[src/rtl/vga_scanout.sv]
// VGA scanout: word FIFO fed by the fetch stage, 640x480@60 timing from a
// pixel-enable divider, and RGB332 unpacking of four pixels per 32-bit word.
module vga_scanout #(
    parameter int H_ACTIVE   = 640,
    parameter int H_FP       = 16,
    parameter int H_SYNC     = 96,
    parameter int H_BP       = 48,
    parameter int V_ACTIVE   = 480,
    parameter int V_FP       = 10,
    parameter int V_SYNC     = 2,
    parameter int V_BP       = 33,
    parameter int CLK_DIV    = 4,
    parameter int FIFO_DEPTH = 16
) (
    input  logic                          wb_clk_i,
    input  logic                          wb_rst_i,
    input  logic [31:0]                   pix_dat_i,
    input  logic                          pix_wr_i,
    output logic                          fifo_full_o,
    output logic [$clog2(FIFO_DEPTH):0]   fifo_level_o,
    output logic                          frame_start_o,
    output logic                          underflow_o,
    output logic                          vga_hs_o,
    output logic                          vga_vs_o,
    output logic [2:0]                    vga_r_o,
    output logic [2:0]                    vga_g_o,
    output logic [1:0]                    vga_b_o
);

    localparam int H_TOT = H_ACTIVE + H_FP + H_SYNC + H_BP;
    localparam int V_TOT = V_ACTIVE + V_FP + V_SYNC + V_BP;
    localparam int HW    = $clog2(H_TOT);
    localparam int VW    = $clog2(V_TOT);
    localparam int CW    = (CLK_DIV > 1) ? $clog2(CLK_DIV) : 1;
    localparam int AW    = $clog2(FIFO_DEPTH);

    localparam logic [CW-1:0] CNT_LAST = CW'(CLK_DIV - 1);
    localparam logic [HW-1:0] H_LAST   = HW'(H_TOT - 1);
    localparam logic [HW-1:0] H_ACT    = HW'(H_ACTIVE);
    localparam logic [HW-1:0] HS_BEG   = HW'(H_ACTIVE + H_FP);
    localparam logic [HW-1:0] HS_END   = HW'(H_ACTIVE + H_FP + H_SYNC);
    localparam logic [VW-1:0] V_LAST   = VW'(V_TOT - 1);
    localparam logic [VW-1:0] V_ACT    = VW'(V_ACTIVE);
    localparam logic [VW-1:0] VS_BEG   = VW'(V_ACTIVE + V_FP);
    localparam logic [VW-1:0] VS_END   = VW'(V_ACTIVE + V_FP + V_SYNC);
    localparam logic [AW:0]   DEPTH_L  = (AW + 1)'(FIFO_DEPTH);

    typedef struct packed {
        logic [2:0] r;
        logic [2:0] g;
        logic [1:0] b;
    } rgb332_t;

    logic [CW-1:0] cnt;
    logic [HW-1:0] hcnt;
    logic [VW-1:0] vcnt;
    logic          pix_en;
    logic          active;
    logic          frame_sync;
    logic          pop_slot;

    logic [31:0]   mem [FIFO_DEPTH];
    logic [AW-1:0] wr_ptr;
    logic [AW-1:0] rd_ptr;
    logic [AW:0]   level_nxt;
    logic [31:0]   head;
    logic          fifo_empty;
    logic          flush;
    logic          do_push;
    logic          do_pop;

    logic [31:0]   shreg;
    rgb332_t       pix_q;

    // Raster position decode; everything below acts on pre-increment counts.
    assign pix_en     = (cnt == CNT_LAST);
    assign active     = (hcnt < H_ACT) && (vcnt < V_ACT);
    assign frame_sync = (vcnt == V_ACT) && (hcnt == '0);
    assign pop_slot   = pix_en && active && (hcnt[1:0] == 2'b00);

    assign head       = mem[rd_ptr];
    assign fifo_empty = (fifo_level_o == '0);
    assign flush      = pix_en && frame_sync;
    // Fullness is the registered flag, so a pop in the same cycle cannot admit a push.
    assign do_push    = pix_wr_i && !fifo_full_o && !flush;
    assign do_pop     = pop_slot && !fifo_empty;

    always_comb begin
        level_nxt = fifo_level_o + {{AW{1'b0}}, do_push} - {{AW{1'b0}}, do_pop};
    end

    always_ff @(posedge wb_clk_i) begin
        if (wb_rst_i) begin
            cnt  <= '0;
            hcnt <= '0;
            vcnt <= '0;
        end else begin
            cnt <= pix_en ? '0 : cnt + 1'b1;
            if (pix_en) begin
                if (hcnt == H_LAST) begin
                    hcnt <= '0;
                    vcnt <= (vcnt == V_LAST) ? '0 : vcnt + 1'b1;
                end else begin
                    hcnt <= hcnt + 1'b1;
                end
            end
        end
    end

    always_ff @(posedge wb_clk_i) begin
        if (do_push)
            mem[wr_ptr] <= pix_dat_i;
    end

    always_ff @(posedge wb_clk_i) begin
        if (wb_rst_i || flush) begin
            wr_ptr       <= '0;
            rd_ptr       <= '0;
            fifo_level_o <= '0;
            fifo_full_o  <= 1'b0;
        end else begin
            if (do_push)
                wr_ptr <= wr_ptr + 1'b1;
            if (do_pop)
                rd_ptr <= rd_ptr + 1'b1;
            fifo_level_o <= level_nxt;
            fifo_full_o  <= (level_nxt == DEPTH_L);
        end
    end

    always_ff @(posedge wb_clk_i) begin
        if (wb_rst_i) begin
            vga_hs_o      <= 1'b1;
            vga_vs_o      <= 1'b1;
            pix_q         <= '0;
            shreg         <= '0;
            frame_start_o <= 1'b0;
            underflow_o   <= 1'b0;
        end else begin
            frame_start_o <= 1'b0;
            if (pix_en) begin
                vga_hs_o <= !((hcnt >= HS_BEG) && (hcnt < HS_END));
                vga_vs_o <= !((vcnt >= VS_BEG) && (vcnt < VS_END));
                if (active) begin
                    if (hcnt[1:0] == 2'b00) begin
                        // An empty FIFO blanks the whole 4-pixel group.
                        if (!fifo_empty) begin
                            pix_q <= rgb332_t'(head[7:0]);
                            shreg <= head >> 8;
                        end else begin
                            pix_q       <= '0;
                            shreg       <= '0;
                            underflow_o <= 1'b1;
                        end
                    end else begin
                        pix_q <= rgb332_t'(shreg[7:0]);
                        shreg <= shreg >> 8;
                    end
                end else begin
                    pix_q <= '0;
                end
                if (frame_sync) begin
                    frame_start_o <= 1'b1;
                    underflow_o   <= 1'b0;
                end
            end
        end
    end

    assign vga_r_o = pix_q.r;
    assign vga_g_o = pix_q.g;
    assign vga_b_o = pix_q.b;

endmodule

[config.mk]
export PLATFORM = sky130hd
export DESIGN_NAME = vga_scanout
export DESIGN_NICKNAME = d
export VERILOG_FILES = /design/src/rtl/vga_scanout.sv
export SDC_FILE = /design/constraint.sdc
export NUM_CORES = 1
export LEC_CHECK = 0
export CAP_MARGIN = 20
export CORE_MARGIN = 5
export CORE_UTILIZATION = 66
export DETAILED_ROUTE_END_ITERATION = 8
export GPL_ROUTABILITY_DRIVEN = 0
export PLACE_DENSITY = 0.94
export SLEW_MARGIN = 20
export SYNTH_ARGS = -nofsm -noshare
export SYNTH_HDL_FRONTEND = slang
export SYNTH_SLANG_ARGS = --single-unit
[constraint.sdc]
create_clock -name wb_clk_i -period 10.6 [get_ports wb_clk_i]
set_clock_uncertainty 0.15 [all_clocks]
set_input_delay 2.12 -clock wb_clk_i [delete_from_list [all_inputs] [get_ports wb_clk_i]]
set_output_delay 2.12 -clock wb_clk_i [all_outputs]
set_load 0.05 [all_outputs]
==> results.toml <==
[critical_path]
path_max_fanout = 50
worstPathCellList = "buf_4, buf_4, mux2i_1, a22o_1, a2111oi_0, a2111oi_0, nor3_1"
required_ns = 10.96
timing.rr.end = "shreg[1]$_SDFFE_PP0P_"
r2r_cells = 7
cp_num_buf_inv = 2
critPathKind = "flip-flop to flip-flop"
crit_slowest_cell = "dfxtp_4"
r2r_slack_ns = 6.37
startpoint_type = "flip-flop"
endpoint_kind = "flip-flop"
critical_path.top_delay_family = "buffers and inverters"
critPathMaxStageDelay_ns = 0.84
arrival_ns = 4.59

[cts]
cts_buffers = 54
ctsResizeCount = 0
clk_latency_ns = 0.61
cts_setup_buffers = 0
clkSinkCount = 588
cts_tree = "done"
htree_levels = 2
cts.root.buffer_cell = "clkbuf_16"
hold_buffers = 0
cts.clk_slew.worst_paths_ns = 0.06
cts_buffer_depth = 3

[detailed_routing]
viasPerCell = 6.82
wire_per_inst_um = 29.6
drt_iter0_markers = 1496
routed_wl_mm = 52.5
drc_errors = 0
vias = 12111
firstDrtPassIters = 5
antenna_left = 0

[hold_path]
hold_class = "flip-flop to flip-flop"
hp-start = "cnt[0]$_SDFF_PP0_"
whs_path_depth = 1
min_to = "cnt[0]$_SDFF_PP0_"

[grt]
grt_first_pass_wirelength_mm = 78.9
antenna_found_initial = 0
grt-ovfl-total = 0
grt_usage = 0.273
grt_pass1_vias = 12533
grt_max_degree = 65

[place]
numPortBuffers = 52
place_inst = 1673
hpwl_mm = 28.3

[sta]
finalCriticalPeriod_ns = 4.23
whs_ns = 0.277
hold_violations = 0
grt_setup_unrepaired = "false"
finalSetupViolCount = 0
relSlewSlack = 0.209
tns_ns = 0
tightest_slew_ns = 1.18
report.final.slew_viol_count = 0
fin_crit_sh = 0.399
fmax_ghz = 0.236

[die]
io_pins = 53
initial_core_util = 0.667
core_mm2 = 0.0345
die_y_um = 197
rows = 68
die_w_um = 197
die_area_mm2 = 0.0386

[synthesis]
ys_ff_latch = 588
synthArstFlopShare = 0
synth_edf_count = 512
synth.avg_cell_area_um2 = 18.9
netlist_instances = 1216
ys.flop_type = "edfxtp_1"
netlist_area_mm2 = 0.0230
synth_nets = 1267
yosysWarnings = 0
yosysSeqAreaShare = 0.735
synth_cell_types = 59

[layout]
fin_nets = 1325
areaGrowthSynthToFinish_pct = 11.3
stdcell_count = 1775
antenna_cells = 0
final_layout_size_suffix_gt1_frac = 0.175

[pwr]
power.density_mw_per_mm2 = 202
ir_worst_vdd_mv = 0.185
p_leak_nw = 8.03

[flow_run]
cap_violations = 0

[outcome]
status = "finished clean"
[layout by cell type (no fill, tap or decap), types with 11 or more instances in the layout]
master           netlist  routed
a2111oi_0             19      19
a211oi_1              14      14
a21oi_1               16      16
a22o_1                15      15
and3_1                28      14
and3_2                 0      14
buf_4                 10      11
clkbuf_16              0      55
clkdlybuf4s50_1        0      52
clkinv_2               0      16
dfxtp_1               76      73
edfxtp_1             512     512
ha_1                  15      15
inv_1                 17      17
mux2i_1               95      95
mux4_2               100     100
nand2_1               22      22
nor2_1                53      53
nor2b_1               20      20
nor3_1                25      24
o21ai_0               25      25
xor2_1                15      15
[logic make-up (layout without fill, tap and decap cells)]
family	count (synthesis)	in the layout	synth area share
xor gates and xnor gates	25	25	0.00953
adders and majority gates	16	16	0.00904
and+or+nand+nor	182	182	0.0420
DFF	588	588	0.735
AOI/OAI and AO/OA	131	131	0.0429
buffers and inverters	78	182	0.0211
muxes	196	196	0.140
[cell type report]
class | instances | area (um2)
clock buffer | 69 | 1490
clock inverter | 33 | 323
fill | 1786 | 8890
inverter | 17 | 63.8
multi-input combinational | 550 | 5620
sequential | 588 | 16900
tap | 455 | 569
timing repair buffer | 63 | 603
[stage by stage]
stage           util  setup slack, ns  cell area (um2)  power, mW
6_report       0.742             6.37            25600       5.17
2_1_floorplan      -             5.28            23000       3.04
3_5_place_dp   0.690             5.87            23800       3.22
3_3_place_gp   0.690             5.95            23800       3.18
5_1_grt        0.742             6.06            25600       5.32
4_1_cts        0.742             6.34            25600       5.17
[how the worst max path moves through the flow]
stage | from | to | slack (ns) | cells past startpoint
4_1_cts | flip-flop | shreg[1]$_SDFFE_PP0P_ | 6.34 | 7
5_1_grt | flip-flop | shreg[4]$_SDFFE_PP0P_ | 6.06 | 7
3_3_place_gp | pix_wr_i | fifo_full_o$_SDFF_PP0_ | 5.95 | 13
3_5_place_dp | pix_wr_i | fifo_full_o$_SDFF_PP0_ | 5.87 | 13
2_1_floorplan | pix_wr_i | mem[3][0]$_DFFE_PP_ | 5.28 | 3
6_report | flip-flop | shreg[1]$_SDFFE_PP0P_ | 6.37 | 7
[routing by layer]
layer | vias to the layer above | part of all wire | GRT usage
met5 | - | 0 | 0
met4 | 0 | 0.037 | 0.0945
met3 | 141 | 0.080 | 0.0467
met2 | 728 | 0.52 | 0.472
met1 | 6217 | 0.36 | 0.359
li1 | 5025 | - | -
[report_power, final]
group / internal (mW) / leakage, nW / total [mW] / switching [mW]
combinational: 0.190 / 1.90 / 0.514 / 0.324
clock: 1.12 / 0.885 / 1.98 / 0.862
sequential: 2.62 / 5.24 / 2.67 / 0.0491
[flip-flops by register name (all words and copies together) (netlist names), 4 cells and up, named ones only]
register and cells:
shreg 24, wr_ptr 4, rd_ptr 4, fifo_level_o 5
hcnt 10, mem 512, vcnt 10
[synth_stat cells, types with 4 or more instances]
cell type  instances  area [um2]
xor2_1            15         131
buf_6             11         124
and3_1            28         175
or3_1              5        31.3
buf_2             13        65.1
xnor2_1           10        87.6
dfxtp_1           76        1520
buf_1              4        15.0
nor3_1            25         125
edfxtp_1         512       15400
nand2_1           22        82.6
inv_1             17        63.8
ha_1              15         188
mux2i_1           95         951
a211oi_1          14         105
nor2_1            53         199
mux4_2           100        2250
o21ai_1            4        20.0
a211o_1            7        61.3
a22o_1            15         131
a2111oi_0         19         166
a21oi_1           16        80.1
o21ai_0           25         125
nand4_1           10        62.6
o22a_1             9        78.8
nor2b_1           20         125
nand3_1            5        25.0
a2bb2oi_1          8        70.1
clkbuf_1          19        71.3
buf_4             10        75.1
Note: power is estimated with default switching activity, not from simulation.
